--- src/rtl/reg_file_pkg.sv ---
// Shared sizing constants for the integer register file.
package reg_file_pkg;

    localparam int DEF_DATA_W   = 32;
    localparam int DEF_ADDR_W   = 5;
    localparam int DEF_NUM_REGS = 32;
    localparam int ZERO_REG     = 0;

endpackage

--- src/rtl/reg_file_reg_32bit_en.sv ---
// One architectural register: async active-low clear, load enable.
import reg_file_pkg::*;

module reg_32bit_en #(
    parameter int DATA_W = DEF_DATA_W
) (
    input  logic              clk,
    input  logic              reset,
    input  logic              en,
    input  logic [DATA_W-1:0] d,
    output logic [DATA_W-1:0] q
);

    always_ff @(posedge clk or negedge reset) begin
        if (!reset) begin
            q <= '0;
        end else if (en) begin
            q <= d;
        end
    end

endmodule

--- src/rtl/reg_file.sv ---
// Two-read, one-write register file with hardwired zero register
// and optional same-cycle write-to-read forwarding.
import reg_file_pkg::*;

module reg_file #(
    parameter int DATA_W   = DEF_DATA_W,
    parameter int NUM_REGS = DEF_NUM_REGS,
    parameter int ADDR_W   = DEF_ADDR_W,
    parameter int BYPASS   = 1
) (
    input  logic              clk,
    input  logic              reset,
    input  logic              we,
    input  logic [ADDR_W-1:0] waddr,
    input  logic [DATA_W-1:0] wdata,
    input  logic [ADDR_W-1:0] raddr1,
    input  logic [ADDR_W-1:0] raddr2,
    output logic [DATA_W-1:0] rdata1,
    output logic [DATA_W-1:0] rdata2
);

    localparam logic [ADDR_W-1:0] ZADDR = ADDR_W'(ZERO_REG);

    logic [NUM_REGS-1:0][DATA_W-1:0] q;
    logic [NUM_REGS-1:1]             wen;
    logic                            wr_live;
    logic                            hit1;
    logic                            hit2;

    // Register 0 has no enable, so the decode starts at index 1.
    always_comb begin
        wen = '0;
        for (int i = 1; i < NUM_REGS; i++) begin
            wen[i] = we && (waddr == ADDR_W'(i));
        end
    end

    assign q[ZERO_REG] = '0;

    for (genvar i = 1; i < NUM_REGS; i++) begin : g_regs
        reg_32bit_en #(
            .DATA_W(DATA_W)
        ) u_reg (
            .clk  (clk),
            .reset(reset),
            .en   (wen[i]),
            .d    (wdata),
            .q    (q[i])
        );
    end

    assign wr_live = (BYPASS != 0) && reset && we && (waddr != ZADDR);
    assign hit1    = wr_live && (raddr1 == waddr);
    assign hit2    = wr_live && (raddr2 == waddr);

    always_comb begin
        rdata1 = '0;
        rdata2 = '0;
        if (reset) begin
            rdata1 = hit1 ? wdata : q[raddr1];
            rdata2 = hit2 ? wdata : q[raddr2];
        end
    end

endmodule

--- config.mk ---
export PLATFORM = sky130hd
export DESIGN_NAME = reg_file
export DESIGN_NICKNAME = d
export VERILOG_FILES = /design/src/rtl/reg_file_pkg.sv /design/src/rtl/reg_file_reg_32bit_en.sv /design/src/rtl/reg_file.sv
export SDC_FILE = /design/constraint.sdc
export NUM_CORES = 2
export LEC_CHECK = 0
export BUFFER_PORTS_ARGS = -buffer_cell sky130_fd_sc_hd__buf_2
export CAP_MARGIN = 25
export CORE_ASPECT_RATIO = 1.4
export CORE_UTILIZATION = 52
export DETAILED_ROUTE_END_ITERATION = 8
export PLACE_DENSITY = 0.66
export SLEW_MARGIN = 20
export SYNTH_ARGS = -nofsm -noshare
export SYNTH_HDL_FRONTEND = slang
export SYNTH_SLANG_ARGS = --single-unit
--- constraint.sdc ---
create_clock -name clk -period 2.1 [get_ports clk]
set_input_delay 0.105 -clock clk [delete_from_list [all_inputs] [get_ports clk]]
set_output_delay 0.105 -clock clk [all_outputs]
set_load 0.01 [all_outputs]
## After elaboration in Yosys (flattened, before gate mapping)

Index checks and enable logic that the tools add are counted.

| word-level totals | value |
|---|---|
| bits of input ports | 50 |
| logic and storage cells | 110 |
| output and inout bits | 64 |
| flip-flop bits (word level) | 992 |

| cells by class | value |
|---|---|
| muxes and demuxes | 8 |
| eq/ne operators | 33 |
| reduce and logical (&&, ||, !) cells | 36 |
| $lt $le $gt $ge | 2 |

Operator list:

| cell | number |
|---|---|
| binary-select mux 32 bit (select 5 bit) | 2 |
| 2-to-1 mux 32 bit | 6 |
| == test 5 bit (second input constant) | 16 |
| == test 5 x 4 -> 1 bit (second input constant) | 8 |
| logical AND 1 bit | 35 |
| == test 5 x 3 -> 1 bit (second input constant) | 4 |
| less-than comparator 5 x 6 -> 1 bit (second input constant) | 2 |
| == test 5 x 2 -> 1 bit (second input constant) | 2 |
| == test 5 bit | 2 |
| == test 5 x 1 -> 1 bit (second input constant) | 1 |
| nonzero test 5 bit | 1 |

## Longest topological paths before layout

| logic depth | value |
|---|---|
| depth in word-level cells | 5 |
| depth in mapped cells | 10 |
| mapped depth without buffers | 6 |

## By module

Synthesis repeated with hierarchy kept, for this count alone.

| unflattened totals | value |
|---|---|
| cells, all modules | 3920 |
| area total of the unflattened synthesis | 59255.6 µm² |

By module, submodules not included:

| module | times used | cells an instance | area an instance (µm²) |
|---|---|---|---|
| reg_32bit_en | 31 | 68 | 1345.0 |
| reg_file | 1 | 1812 | 17559.3 |

## Worst setup path after synthesis

Ideal clock, no wire load.

| timing | value |
|---|---|
| path kind | input-to-output |
| start | input port raddr1[0] |
| end | output port rdata1[24] |
| stages | 9 |
| data arrival time | 1.788 ns |
| data required time | 1.995 ns |
| path slack | 0.207 ns |
| path through | buf_2 buf_4 buf_4 buf_2 mux2i_1 o22ai_1 nor3_1 nor4_2 a221o_1 |

| between the ends | value |
|---|---|
| cells in the longest elaborated chain, start to end | 4 |

RTL lines:

| what | RTL line | source |
|---|---|---|
| start: declaration | reg_file.sv:16 | `input logic [ADDR_W-1:0] raddr1,` |
| binary-select mux 32 bit (select 5 bit) or == test 5 bit (tied branches) | reg_file.sv:60, reg_file.sv:53 |  |
| 2-to-1 mux 32 bit (implied by the code) or logical AND 1 bit (tied branches) | reg_file.sv:60, reg_file.sv:53 |  |
| 2-to-1 mux 32 bit (*) | reg_file.sv:60 | `rdata1 = hit1 ? wdata : q[raddr1];` |
| 2-to-1 mux 32 bit (*) | reg_file.sv:59 | `if (reset) begin` |
| end: declaration | reg_file.sv:18 | `output logic [DATA_W-1:0] rdata1,` |

Every way passes the cells marked *; elsewhere a longest branch is shown, timed or not. The select of a mux whose other input is x is not followed.

## Worst setup path in the final report

| timing | value |
|---|---|
| start | register g_regs[7].u_reg.q[3] |
| end | output port rdata2[3] |

| between the ends | value |
|---|---|
| cells in the longest elaborated chain, start to end | 4 |

RTL lines:

| what | RTL line | source |
|---|---|---|
| start: declaration | reg_file_reg_32bit_en.sv:11 | `output logic [DATA_W-1:0] q` |
| start signal: assignment | reg_file_reg_32bit_en.sv:16 | `q <= '0;` |
| start signal: assignment | reg_file_reg_32bit_en.sv:18 | `q <= d;` |
| binary-select mux 32 bit (select 5 bit) | reg_file.sv:61 | `rdata2 = hit2 ? wdata : q[raddr2];` |
| 2-to-1 mux 32 bit (implied by the code) | reg_file.sv:61 |  |
| 2-to-1 mux 32 bit | reg_file.sv:61 |  |
| 2-to-1 mux 32 bit | reg_file.sv:59 |  |
| end: declaration | reg_file.sv:19 | `output logic [DATA_W-1:0] rdata2` |

No other way between the ends. The select of a mux whose other input is x is not followed.

==> flow_metrics.env <==
export IMPL_num_vias=40800
export IMPL_largest_reg_flops=992
export IMPL_drcViolationCount=16
export IMPL_ys_seq_elements=992
export IMPL_syn_inst=4058
export IMPL_slowest_stage="mux4_2"
export IMPL_cp_max_fo=2
export IMPL_place_ws_ns=-0.580
export IMPL_synthTopCellsByArea="dfrtp_1 46%, mux2_2 22%, mux4_2 12%"
export IMPL_min_period_ns=2.83
export IMPL_ys_types=55
export IMPL_max_freq_ghz=0.353
export IMPL_grt_max_degree=149
export IMPL_synth_edf_count=0
export IMPL_die_w_um=275
export IMPL_io_buffer_count=113
export IMPL_grt_pass1_wl_mm=290
export IMPL_startpoint_type="register"
export IMPL_clk_latency_ns=0.71
export IMPL_cts_max_level=3
export IMPL_dr_pass1_iters=9
export IMPL_cts_buffer_depth=3
export IMPL_drive_gt1_frac=0.561
export IMPL_syn_nets=4108
export IMPL_top_regs="g_regs.u_reg.q: 992 flops"
export IMPL_power_density_mw_per_mm2=902
export IMPL_postSynthAreaPerCell_um2=13.4
export IMPL_critical_path_top_delay_family="multiplexers"
export IMPL_ys_seq_area_frac=0.457
export IMPL_rsz0062_at_grt="yes"
export IMPL_dp_hpwl_mm=130
export IMPL_path_cells="mux4_2, mux4_2, nand2_4, o2111ai_2, o211a_1, buf_2"
export IMPL_yosysTopAreaCell="dfrtp_1"
export IMPL_die_area_mm2=0.106
export IMPL_syn_area_mm2=0.0543
export IMPL_via_per_inst=6.89
export IMPL_power_uw=60300
export IMPL_grt_ovfl_total=0
export IMPL_fin_nets=4551
export IMPL_wl_per_cell_um=33.6
export IMPL_ir_drop_v=0.000711
export IMPL_top_register="g_regs.u_reg.q"
export IMPL_cts_root_buf="clkbuf_16"
export IMPL_ys_warn_count=0
export IMPL_synth_flop_cell="dfrtp_1"
export IMPL_finClkSkew_ns=0
export IMPL_relSlewSlack=0.310
export IMPL_drv_cap=0
export IMPL_status="complete, but fails checks"
export IMPL_hold_viol_final=32
export IMPL_leakagePower_uw=0.0297
export IMPL_area_growth_pct=23.1
export IMPL_holdWs_ns=-0.0563
export IMPL_finalCritPeriodShare=1.35
export IMPL_start_util=0.527
export IMPL_gp_congestion=0.934
export IMPL_clock_sinks=992
export IMPL_drt_initial_drc_count=4092
export IMPL_grt_pass1_vias=42200
export IMPL_cp_arrival_ns=2.73
export IMPL_finalSetupViolCount=64
export IMPL_hp_class="in -> async"
export IMPL_fillers=7588
export IMPL_synth_top_area_share=0.457
export IMPL_final_util=0.648
export IMPL_drv_slew=0
export IMPL_design_core_area_mm2=0.103
export IMPL_synthArstFlopShare=1.00
export IMPL_die_h_um=384
export IMPL_path_clk_slew_ns=0.06
export IMPL_layout_setup_ws_ns=-0.732
export IMPL_cts_tree="yes"
export IMPL_violations="DRC, hold timing, setup timing"
export IMPL_worst_slew_pin_slew_ns=1.03
export IMPL_routed_wl_mm=199
export IMPL_antenna_left=0
export IMPL_path_buf_inv=1
export IMPL_antenna_found_initial=10
export IMPL_boundaryPins=114
export IMPL_required_ns=2.00
export IMPL_rows=139
export IMPL_numCtsBuffers=102
export IMPL_critPathMostFrequentCell="mux4_2"
export IMPL_grt_usage=0.381
export IMPL_end_kind="output port"
export IMPL_worst_setup_path_type="reg -> out"
export IMPL_slowest_delay_ns=0.54
[final timing paths]
path / slack, ns / start / cells after the start / to
min: -0.06 / reset / 4 / g_regs[4].u_reg.q[15]$_DFFE_PN0P_
max in group asynchronous: 0.47 / reset / 4 / g_regs[21].u_reg.q[11]$_DFFE_PN0P_
min in group clk: 0.05 / wdata[13] / 2 / g_regs[6].u_reg.q[13]$_DFFE_PN0P_
max reg2reg: 1.07 / g_regs[18].u_reg.q[13]$_DFFE_PN0P_ / 3 / g_regs[18].u_reg.q[13]$_DFFE_PN0P_
min reg2reg: 0.51 / g_regs[18].u_reg.q[7]$_DFFE_PN0P_ / 1 / g_regs[18].u_reg.q[7]$_DFFE_PN0P_
max: -0.73 / g_regs[7].u_reg.q[3]$_DFFE_PN0P_ / 6 / rdata2[3]
[synthesized netlist by cell type (4+ instances only)]
master	n
a211o_1	9
a211oi_1	28
a21oi_1	110
a221o_1	8
a221oi_1	26
a22o_1	15
a22oi_1	33
a31oi_1	42
buf_1	44
buf_2	141
buf_4	29
buf_6	7
clkbuf_1	219
dfrtp_1	992
mux2_1	9
mux2_2	1083
mux2i_1	343
mux4_2	281
nand2_1	117
nand2b_1	10
nand3_1	22
nand4_1	4
nor2_1	82
nor2b_1	18
nor3_1	42
nor4_1	19
o2111ai_1	10
o211a_1	10
o211ai_1	10
o21ai_0	72
o221ai_1	39
o22ai_1	103
o2bb2ai_1	23
o32ai_1	15
xnor2_1	7
[placed cells by master, fill, tap and decap left out, drive strengths merged, types with 73 or more instances in the layout]
cell type / synthesis / final
o21ai: 73 / 73
a21oi: 110 / 110
mux4: 281 / 281
buf: 221 / 756
clkbuf: 219 / 143
nand2: 118 / 118
dfrtp: 992 / 992
mux2: 1092 / 1092
nor2: 83 / 83
mux2i: 343 / 343
o22ai: 103 / 103
[metrics by stage]
| stage | TNS [ns] | hold WS (ns) | instances | area [um2] |
|---|---|---|---|---|
| final | -32.02 | -0.0563 | 5925 | 66900 |
| after detailed placement | -19.44 | 0.223 | 5672 | 61000 |
| after CTS | -34.47 | 0.00306 | 5913 | 66400 |
| after floorplan | 0 | -0.191 | 4058 | 54300 |
| after global placement | -18.75 | 0.218 | 5672 | 61000 |
| after global routing | -34.71 | 0.00525 | 5921 | 66900 |
[power breakdown]
part           total (uW)  switching [uW]  internal (uW)
Combinational       14800            6470           8330
Clock               19900            8080          11800
Sequential          25600            2740          22900
[layer usage]
layer  routed length [um]  vias to the layer above  GRT usage
met5                   58                        -          0
met4                16700                        8      0.262
met3                18500                      810     0.0805
met2                90800                     2183      0.591
met1                73200                    21400      0.476
li1                     -                    16400          -
[final cells by class]
cell class | count | area (um2) | area share
diodes | 4 | 10.0 | 0.000150
clock buffers | 143 | 2980 | 0.0446
clock inverters | 42 | 648 | 0.00969
inverters | 6 | 27.5 | 0.000412
multi-input cells | 2620 | 29200 | 0.437
flip-flops and latches | 992 | 24800 | 0.371
well taps | 1339 | 1680 | 0.0251
repair buffers | 779 | 7490 | 0.112
[cells by family (layout without fill, tap and decap cells)]
family                 count (synthesis)  after routing  share of synthesized area
multiplexers                        1716           1716                      0.406
flip-flops                           992            992                      0.457
AO/OA/AOI/OAI                        561            561                     0.0701
buffers and inverters                446            970                     0.0370
AND/OR/NAND/NOR                      333            333                     0.0283
XOR/XNOR                              10             10                    0.00161
other                                  0              4                          0
[timing repair]
item	in CTS	in global routing
buffers inserted	48	7
hold buffers	24	5
endpoints found under the setup margin	64	64
gates resized for setup	272	68
hold endpoints to repair	761	62
pin swaps	120	46
[worst register-to-register path, delay by kind of cell, from the launching register on]
kind	cells	cell delay [ns]
mux	1	0.27
flops	1	0.39
buf+inv	2	0.26
No activity file was read; power rests on OpenSTA's default activity.
